## src/rtl/fir_decim_sink.sv

```systemverilog
// fir_decim_sink: keeps one of every N strobed input samples, rounds, shifts and
// saturates each kept sample, and buffers it in a small FIFO drained by valid/ready.
module fir_decim_sink #(
    parameter int unsigned IN_W       = 32,
    parameter int unsigned OUT_W      = 16,
    parameter int unsigned SHIFT      = 16,
    parameter int unsigned FIFO_DEPTH = 4
) (
    input  logic             m_clk,
    input  logic             rst,
    input  logic [3:0]       decim,
    input  logic             data_in_en,
    input  logic [IN_W-1:0]  data_in,
    output logic             out_valid,
    input  logic             out_ready,
    output logic [OUT_W-1:0] out_data,
    output logic             drop,
    output logic             ovf_flag,
    output logic             sat_flag,
    input  logic             clr_flags
);

    localparam int unsigned AW = $clog2(FIFO_DEPTH);
    localparam int unsigned CW = AW + 1;

    localparam logic [CW-1:0] FULL_CNT = CW'(FIFO_DEPTH);

    // Half-LSB rounding constant; zero when no shift is applied.
    localparam logic signed [IN_W:0] RND =
        (SHIFT > 0) ? ({{IN_W{1'b0}}, 1'b1} << (SHIFT - 1)) : '0;

    // Output range limits, sign-extended to the IN_W+1 working width.
    localparam logic signed [IN_W:0] SMAX = {{(IN_W - OUT_W + 2){1'b0}}, {(OUT_W - 1){1'b1}}};
    localparam logic signed [IN_W:0] SMIN = {{(IN_W - OUT_W + 2){1'b1}}, {(OUT_W - 1){1'b0}}};

    // ------------------------------------------------------------------
    // Decimation phase
    // ------------------------------------------------------------------
    logic [3:0] phase_q;
    logic [3:0] reload;
    logic       keep;

    // Keep decision and reload value; decim is only sampled at reload time.
    always_comb begin
        keep   = data_in_en && (phase_q == 4'd0);
        reload = (decim == 4'd0) ? 4'd0 : decim - 4'd1;
    end

    // Phase counter: reload on a kept sample, count down on discarded ones.
    always_ff @(posedge m_clk) begin
        if (rst) begin
            phase_q <= 4'd0;
        end else if (data_in_en) begin
            phase_q <= keep ? reload : phase_q - 4'd1;
        end
    end

    // ------------------------------------------------------------------
    // Stage 1: round, shift, saturate
    // ------------------------------------------------------------------
    logic signed [IN_W:0] rnd_sum;
    logic signed [IN_W:0] shifted;
    logic                 sat_hi;
    logic                 sat_lo;
    logic [OUT_W-1:0]     scaled;

    // Work one bit wider than the input so the rounding add can never wrap.
    always_comb begin
        rnd_sum = {data_in[IN_W-1], data_in} + RND;
        shifted = rnd_sum >>> SHIFT;
        sat_hi  = shifted > SMAX;
        sat_lo  = shifted < SMIN;
        if (sat_hi) begin
            scaled = SMAX[OUT_W-1:0];
        end else if (sat_lo) begin
            scaled = SMIN[OUT_W-1:0];
        end else begin
            scaled = shifted[OUT_W-1:0];
        end
    end

    logic             stg_v_q;
    logic             stg_sat_q;
    logic [OUT_W-1:0] stg_data_q;

    // Stage-1 register, loaded only for kept samples.
    always_ff @(posedge m_clk) begin
        if (rst) begin
            stg_v_q    <= 1'b0;
            stg_sat_q  <= 1'b0;
            stg_data_q <= '0;
        end else begin
            stg_v_q <= keep;
            if (keep) begin
                stg_sat_q  <= sat_hi || sat_lo;
                stg_data_q <= scaled;
            end
        end
    end

    // ------------------------------------------------------------------
    // Output FIFO
    // ------------------------------------------------------------------
    logic [OUT_W-1:0] mem_q [FIFO_DEPTH];
    logic [AW-1:0]    wr_ptr_q;
    logic [AW-1:0]    rd_ptr_q;
    logic [CW-1:0]    count_q;
    logic [CW-1:0]    count_d;
    logic             pop;
    logic             wr_ok;

    // A full FIFO still accepts a write when the head leaves in the same cycle.
    always_comb begin
        out_valid = (count_q != '0);
        out_data  = mem_q[rd_ptr_q];
        pop       = out_valid && out_ready;
        wr_ok     = stg_v_q && ((count_q < FULL_CNT) || pop);
        drop      = stg_v_q && !wr_ok;
        count_d   = count_q;
        if (wr_ok && !pop) begin
            count_d = count_q + 1'b1;
        end else if (!wr_ok && pop) begin
            count_d = count_q - 1'b1;
        end
    end

    // FIFO storage, pointers and occupancy.
    always_ff @(posedge m_clk) begin
        if (rst) begin
            for (int i = 0; i < FIFO_DEPTH; i++) begin
                mem_q[i] <= '0;
            end
            wr_ptr_q <= '0;
            rd_ptr_q <= '0;
            count_q  <= '0;
        end else begin
            if (wr_ok) begin
                mem_q[wr_ptr_q] <= stg_data_q;
                wr_ptr_q        <= wr_ptr_q + 1'b1;
            end
            if (pop) begin
                rd_ptr_q <= rd_ptr_q + 1'b1;
            end
            count_q <= count_d;
        end
    end

    // ------------------------------------------------------------------
    // Sticky flags: a set in the same cycle as a clear wins
    // ------------------------------------------------------------------
    logic ovf_q;
    logic sat_q;

    // Overflow on any dropped write, saturation on any clamped sample leaving stage 1.
    always_ff @(posedge m_clk) begin
        if (rst) begin
            ovf_q <= 1'b0;
            sat_q <= 1'b0;
        end else begin
            if (drop) begin
                ovf_q <= 1'b1;
            end else if (clr_flags) begin
                ovf_q <= 1'b0;
            end
            if (stg_v_q && stg_sat_q) begin
                sat_q <= 1'b1;
            end else if (clr_flags) begin
                sat_q <= 1'b0;
            end
        end
    end

    // Flag outputs come straight from their registers.
    always_comb begin
        ovf_flag = ovf_q;
        sat_flag = sat_q;
    end

endmodule

```

## config.mk

```make
export PLATFORM = sky130hd
export DESIGN_NAME = fir_decim_sink
export DESIGN_NICKNAME = d
export VERILOG_FILES = /design/src/rtl/fir_decim_sink.sv
export SDC_FILE = /design/constraint.sdc
export NUM_CORES = 1
export LEC_CHECK = 0
export ABC_AREA = 1
export CORE_UTILIZATION = 45
export CTS_BUF_LIST = sky130_fd_sc_hd__clkbuf_16
export DETAILED_ROUTE_END_ITERATION = 6
export DONT_BUFFER_PORTS = 1
export PLACE_DENSITY = 0.69
export RECOVER_POWER = 50
export SYNTH_ARGS = -nofsm -noshare
export SYNTH_HDL_FRONTEND = slang
export SYNTH_SLANG_ARGS = --single-unit
```

## constraint.sdc

```tcl
create_clock -name m_clk -period 2.4 [get_ports m_clk]
set_input_delay 0.24 -clock m_clk [delete_from_list [all_inputs] [get_ports m_clk]]
set_output_delay 0.24 -clock m_clk [all_outputs]
set_load 0.02 [all_outputs]
```

==> summary.md, run 1 <==
| Metric | Value |
|---|---|
| Clk buf depth | 2 |
| YS warnings | 0 |
| Initial antenna violation count | 0 |
| Worst slack, placed | around 0.28 ns |
| Die Ht | approximately 100 um |
| GP Congestion | roughly 0.86 |
| Fmax | 475 MHz |
| Die ar. | approximately 11000 sq um |
| Synth Register Bits | between 90 and 100 |
| Power Dens Cells | between 800 and 900 nW/um^2 |
| Critical path's largest stage delay | about 0.38 ns |
| Sw Ratio | 0.314 |
| Final Cycle Share | 0.877 |
| Worst Clk Skew | about 0.010 ns |
| RSZ-0062 raised after global routing | no |
| Core Rows | 36 |
| Part of the power in the clock network | 0.331 |
| Total grt overflow | 0 |
| Minimum clock period | approximately 2.1 ns |
| Initial DRC count | 178 |
| Clock Latency Late Sink | 0.34 ns |
| Crit path buf inv count | 3 |
| Number of H-tree levels | 3 |
| Drt drc | 0 |
| Setup TNS | 0 ns |
| Mapped Nets | 550 |
| Leakage | approximately 2.0 nW |
| MaxCap Viol Count | 0 |
| Fillers | ~900 |
| Comb power frac | 0.225 |
| Crit Path Class | reg -> reg |
| I/O Buffers | 0 |
| Clock transition at path regs | 0.06 ns |
| Crit-path leading delay family | adder cells |
| DP HPWL | between 6000 and 7000 um |
| Hold Vio Cnt, Final | 0 |
| Slew @ Worst Pin | between 0.5 and 0.6 ns |
| Yosys cell types | 35 |
| Detail Route Antenna Nets | 0 |
| Post-cts resize count | 0 |
| Ant diodes | 0 |
| Layout Cells excl Fill | 649 |
| Die width | between 100 and 150 um |
| Crit. Startpoint | count_q[0] |
| Vias per cell | 5.14 |
| Total Routing Usage GR | 0.192 |
| Share of cells above drive strength 1 | 0.107 |
| Slew Limit Fails | 0 |
| Largest net degree at the start of global routing | 22 |
| First-pass GRT wire length | roughly 15000 um |
| RR Startpoint | count_q[0] |
| Drt total wl | between 9000 and 10000 um |
| DP Cell Count | around 630 |
| Peak VDD IR | roughly 0.46 mV |
| Sequential fraction of the synthesis area | 0.560 |
| Slew headroom | 0.612 |
| Internal power | 3.12 mW |
| Required time worst endpoint | 2.62 ns |
| Synth Instances | approximately 500 |
| Critical path endpoint category | register |
| Num CTS Buffers | 9 |
| Net Switching | around 1.4 mW |
| Worst EP arrival | 2.32 ns |
| Worst hold start | data_in_en |
| Final hold slack | between 0.015 and 0.02 ns |
| Slowest stage cell, crit path | fa_1 |
| Fin nets | ~560 |
| Clk sinks | 97 |
| CTS tree | built |
| Critical-path maximum fanout | 7 |
| Worst Hold Class | in -> reg |
| Pre-Repair DR Iteration Count | 5 |
| Worst path cell trace | inv_1 > nand3_2 > nand2_2 > nand2_2 > nand2_2 > inv_1 > ha_1 > inv_1 > fa_1 > a21oi_1 > o21ai_0 > o21ai_0 > a21oi_1 |
| Setup WS post-layout | around 0.3 ns |
| WL per Instance | ~14 um |
| Clk Tree Root Cell | clkbuf_16 |
| Core ar. | just under 10000 sq um |
| Mean post-synth cell area | a little over 9 sq um |
| Post-synthesis cell area | ~4600 sq um |
| Seq pwr share | 0.444 |
| Layout area overhead | 9.80% |
| Final setup violation count | 0 |
| Via count | 3334 |
| Initial core utilization | 0.467 |
| IO Count | 61 |
| Design Power | 4.55 mW |
| Vias in the first global route | around 3200 |
| Status | complete, no violations |
| Critical Path Source Type | register |
layer usage:
metal,vias to the layer above,part of all wire,global-route usage
met5,-,0,0
met4,0,0.0054,0.0488
met3,5,0.049,0.0477
met2,75,0.49,0.333
met1,1552,0.45,0.241
li1,1702,-,-
flip-flops by register name, indices dropped and copies added (netlist names), named ones only:
| register | cells |
|---|---|
| sat_flag | 1 |
| ovf_flag | 1 |
| mem_q | 64 |
| wr_ptr_q | 2 |
| stg_data_q | 16 |
| phase_q | 4 |
| stg_sat_q | 1 |
| stg_v_q | 1 |
| rd_ptr_q | 2 |
| count_q | 3 |
cell type report:
type                       instances  area (sq um)  area share
clock inverter                     7          93.8      0.0185
multi-input combinational        338          1700       0.336
clock buffer                       9           225      0.0445
tap                              133           166      0.0329
inverter                          51           191      0.0378
sequential                        97          2580       0.510
timing repair buffer              14           103      0.0203
synth_stat cells:
cell type	number	area, sq um
clkbuf_1	12	45.0
inv_1	47	176
or2_2	1	6.26
buf_8	1	15.0
inv_2	2	7.51
buf_2	2	10.0
xnor2_1	5	43.8
a21oi_4	2	32.5
buf_4	1	7.51
buf_6	2	22.5
nand3_2	4	40.0
clkinv_1	2	7.51
o21ai_0	65	325
o21bai_1	2	15.0
nor2_1	104	390
nor3_2	1	10.0
nor3_1	3	15.0
xor2_1	6	52.6
nor2_2	2	12.5
fa_1	1	20.0
nor2_4	5	56.3
nand2_4	2	22.5
o21ai_1	1	5.00
ha_1	4	50.1
nand4_1	2	12.5
a31oi_1	1	6.26
o31ai_1	1	7.51
nand3_1	10	50.1
a21oi_1	21	105
o22ai_1	16	100
nand2_2	8	50.1
a21oi_2	8	70.1
edfxtp_1	64	1920
dfxtp_1	33	661
nand2_1	63	236
stage by stage:
stage | util | area, sq um
2_1_floorplan | - | 4610
3_3_place_gp | 0.484 | 4780
3_5_place_dp | 0.484 | 4780
4_1_cts | 0.518 | 5110
5_1_grt | 0.513 | 5060
6_report | 0.513 | 5060
power by group through the flow:
stage	clock (mW)	combinational, mW	sequential (mW)
final	1.51	1.02	2.02
after global routing	1.61	1.15	2.04
after CTS	1.53	1.05	2.02
after detailed placement	0	1.05	2.06
after global placement	0	1.02	2.05
after floorplan	0	0.857	2.02
kinds of logic after synthesis:
group | Yosys count | share of synthesized area
xor+xnor | 11 | 0.0209
simple gates | 205 | 0.196
flops | 97 | 0.560
fa+ha+maj | 5 | 0.0152
compound gates | 117 | 0.145
buf+inv | 69 | 0.0632
what timing repair did:
action / CTS / global route
hold buffers: 1 / 0
endpoints found under the hold margin: 6 / 0
buffers inserted: 0 / 0
setup endpoints to repair: 0 / 0
cell usage in the layout, fill, tap and decap left out, drive strengths merged, types with 14 or more instances in the layout:
master,instances
dfxtp,33
nand3,14
inv,50
nand2,73
o22ai,16
a21oi,31
nor2,111
edfxtp,64
o21ai,66
worst register-to-register path, stage by stage (launching register included):
cell and delay (ns):
dfxtp_1 0.36, inv_1 0.09, nand3_2 0.15, nand2_2 0.10, nand2_2 0.08, nand2_2 0.11, inv_1 0.08, ha_1 0.14
inv_1 0.07, fa_1 0.38, a21oi_1 0.14, o21ai_0 0.11, o21ai_0 0.15, a21oi_1 0.06
path summary, 6_finish.rpt:
path,cells after the start,end,slack (ns)
hold / removal,1,phase_q[2],0.02
setup reg to reg,13,count_q[2],0.29
hold reg to reg,2,rd_ptr_q[1],0.47
setup / recovery,13,count_q[2],0.29
Note: power is estimated with default switching activity, not from simulation.
==> run 2, diff against run 1 <==
--- a/config.mk
+++ b/config.mk
@@ -8,6 +8,7 @@
 export ABC_AREA = 1
 export CORE_UTILIZATION = 45
 export CTS_BUF_LIST = sky130_fd_sc_hd__clkbuf_16
+export CTS_CLUSTER_SIZE = 20
 export DETAILED_ROUTE_END_ITERATION = 6
 export DONT_BUFFER_PORTS = 1
 export PLACE_DENSITY = 0.69
==> constraint.sdc (replaced) <==
create_clock -name m_clk -period 2.4 [get_ports m_clk]
set_input_delay 0.24 -clock m_clk [delete_from_list [all_inputs] [get_ports m_clk]]
set_output_delay 0.24 -clock m_clk [all_outputs]
set_load 0.05 [all_outputs]
==> run 2 against run 1 <==
Hold slack gained 0.0073 ns. Combinational power rose by 55%. Final area rose by 2.2%. Sequential share of layout area decreased by 1.1 points. Via count up 0.75%. Largest cell class unchanged. Flip-flop and latch count unchanged. Worst setup slack got worse by 0.056 ns. Count of clock-buffer cells in the layout is the same. Non-clock buffer count rose by 16.
==> summary.md, run 2 (synthesis gave the netlist of run 1 again) <==
| Metric | Value |
|---|---|
| Status | complete, no violations |
| Most frequent cells in the layout | 104 x nor2_1, 65 x nand2_1, 65 x o21ai_0 |
| Critical path endpoint category | register |
| Detail Route Antenna Nets | 0 (unchanged) |
| Critical-path maximum fanout | 7 (unchanged) |
| Reg with most FFs | mem_q |
| Largest regs | mem_q: 64 flops, stg_data_q: 16 flops, phase_q: 4 flops |
| Commonest non-fill, non-tap cell in the layout | nor2_1 |
| Ant diodes | 0 (unchanged) |
| Setup WS post-layout | 0.239 ns (-0.0559 ns) |
| MaxCap Viol Count | 0 (unchanged) |
| Clock transition at path regs | 0.07 ns (about the same) |
| Crit Path Class | reg -> reg |
| Via count | 3359 (+0.75%) |
| Busiest grt layer | met2 |
| Critical Path Source Type | register |
| Post-cts resize count | 0 (unchanged) |
| Minimum clock period | 2.16 ns (+0.0559 ns) |
| Reg2Reg Depth | 13 (unchanged) |
| Layout area overhead | 12.2% |
| Sw Ratio | 0.362 (+0.0480) |
| Internal power | 3.18 mW (+1.9%) |
| Slowest stage cell, crit path | fa_1 |
| Number of H-tree levels | 3 (unchanged) |
| Share of cells above drive strength 1 | 0.135 (+0.0287) |
| Clk Tree Root Cell | clkbuf_16 |
| Clk sinks | 97 (unchanged) |
| Fin nets | 573 (+2.9%) |
| Part of the power in the clock network | 0.282 (-0.049) |
| GP Congestion | 0.780 (-9.3%) |
| RSZ-0062 raised after global routing | no |
| Net Switching | 1.80 mW (+26%) |
| Num CTS Buffers | 9 (unchanged) |
| Die Ht | 103 um (unchanged) |
| Final hold slack | 0.0252 ns (+0.00733 ns) |
| Most used cell, CP | inv_1 |
| Die ar. | 10700 sq um (unchanged) |
| Clock Latency Late Sink | 0.33 ns (about the same) |
| Slew Limit Fails | 0 (unchanged) |
| Required time worst endpoint | 2.62 ns (about the same) |
| Met1 GRT Util | 0.235 (-0.00575) |
| First-pass GRT wire length | 14600 um (-5.1%) |
| WL per Instance | 13.5 um (-7.1%) |
| Worst slack, placed | 0.309 ns (+0.0293 ns) |
| Min-Delay Endpoint | phase_q[2] |
| CTS tree | built |
| Vias in the first global route | 3159 (-2.7%) |
| Worst EP arrival | 2.38 ns (+0.06 ns) |
| Initial antenna violation count | 0 (unchanged) |
| DP HPWL | 5910 um (-8.7%) |
| Slew headroom | 0.530 (-0.0823) |
| Hold depth | 1 (unchanged) |
| Power Dens Cells | 963 nW/um^2 (+7.2%) |
| Leakage | 2.04 nW (+2.9%) |
| Drt drc | 0 (unchanged) |
| Reg area | 2580 sq um (unchanged) |
| Clk buf depth | 2 (unchanged) |
| Initial core utilization | 0.467 (unchanged) |
| Total Routing Usage GR | 0.183 (-0.00889) |
| Vias per cell | 5.05 (-1.7%) |
| Max FFs per register | 64 (unchanged) |
| Multi-input gate area | 1720 sq um (+1.3%) |
| Slew @ Worst Pin | 0.704 ns (+0.123 ns) |
| R2R Setup Slk | 0.24 ns (-0.06 ns) |
| Fin util | 0.524 (+0.0114) |
| Worst hold start | data_in_en |
| Pre-Repair DR Iteration Count | 7 (+2) |
| Final setup violation count | 0 (unchanged) |
| Design Power | 4.98 mW (+9.6%) |
| Worst Clk Skew | 0.00928 ns (-0.000794 ns) |
| Hold Vio Cnt, Final | 0 (unchanged) |
| Core Rows | 36 (unchanged) |
| Final Cycle Share | 0.900 (+0.0233) |
| Met2 usage | 0.295 (-0.0385) |
| RR Startpoint | count_q[0] |
| Die width | 103 um (unchanged) |
| I/O Buffers | 0 (unchanged) |
| Comb power frac | 0.316 (+0.091) |
| Drt total wl | 8960 um (-4.8%) |
| Fillers | 904 (+0.67%) |
| Worst r2r dst | count_q[2] |
| Critical path's largest stage delay | 0.38 ns (about the same) |
| Worst Hold Class | in -> reg |
| Total grt overflow | 0 (unchanged) |
| Worst path cell trace | inv_1 > nand3_2 > nand2_1 > nand2_1 > nand2_2 > inv_1 > ha_1 > inv_1 > fa_1 > a21oi_1 > o21ai_0 > o21ai_0 > a21oi_1 |
| Core ar. | 9860 sq um (unchanged) |
| Largest net degree at the start of global routing | 33 (+50%) |
| Seq pwr share | 0.401 (-0.043) |
| Initial DRC count | 175 (-1.7%) |
| Peak VDD IR | 0.386 mV (-17%) |
| Met3 Track Usage GR | 0.0349 (-0.0128) |
| Fmax | 463 MHz (-2.6%) |
| IO Count | 61 (unchanged) |
-- run 2: cell count changes in the layout (fill, tap and decap cells not counted), sizes merged --
| cell | before | now |
|---|---|---|
| inv | 50 | 52 |
| bufinv | 2 | 1 |
| clkbuf | 11 | 14 |
| clkinv | 4 | 3 |
| buf | 11 | 24 |
-- run 2: cell type report --
class / instances / share of cell area
clock buffers: 9 / 0.0435
clock inverters: 7 / 0.0145
inverters: 51 / 0.0370
multi-input cells: 338 / 0.333
flip-flops and latches: 97 / 0.499
well taps: 133 / 0.0322
repair buffers: 30 / 0.0411
-- run 2: routing by layer --
metal	share of wire	routed length, um
met1	0.46	4090
met2	0.47	4190
met3	0.053	473
met4	0.023	206
met5	0	0
-- run 2: worst max-delay path by stage --
stage                          start             to  slack [ns]  cells after the start
after floorplan           count_q[0]    mem_q[1][0]       -0.17                      6
after global placement    count_q[0]     count_q[2]        0.42                     13
after detailed placement  count_q[0]     count_q[2]        0.31                     13
after CTS                   register    out_data[3]        0.29                      4
after global routing      phase_q[0]  stg_data_q[2]        0.09                      7
final                     count_q[0]     count_q[2]        0.24                     13
-- run 2: power by group through the flow --
stage               combinational [mW]  sequential (mW)  clock [mW]
finish                            1.58             2.00        1.41
floorplan                         1.20             2.02           0
CTS                               1.61             2.00        1.45
detailed placement                1.61             2.04           0
global placement                  1.59             2.03           0
global route                      1.71             2.02        1.51
-- run 2: worst max-delay path, delay by kind of cell, from the launching register on --
| family | cells | cell delay, ns |
|---|---|---|
| AND/OR/NAND/NOR | 4 | 0.39 |
| buffers and inverters | 3 | 0.24 |
| AO/OA/AOI/OAI | 4 | 0.52 |
| adder cells (fa/ha/maj) | 2 | 0.52 |
| flip-flops | 1 | 0.36 |
-- run 2: what timing repair did --
action,in CTS,in global routing
hold buffers,1,0
hold endpoints to repair,6,0
setup buffers,0,0
-- run 2: per-stage QoR --
step           TNS, ns  instances  instance area, sq um
3_5_place_dp         0        648                  4900
5_1_grt              0        665                  5170
3_3_place_gp         0        648                  4900
2_1_floorplan    -5.30        504                  4610
6_report             0        665                  5170
4_1_cts              0        665                  5210
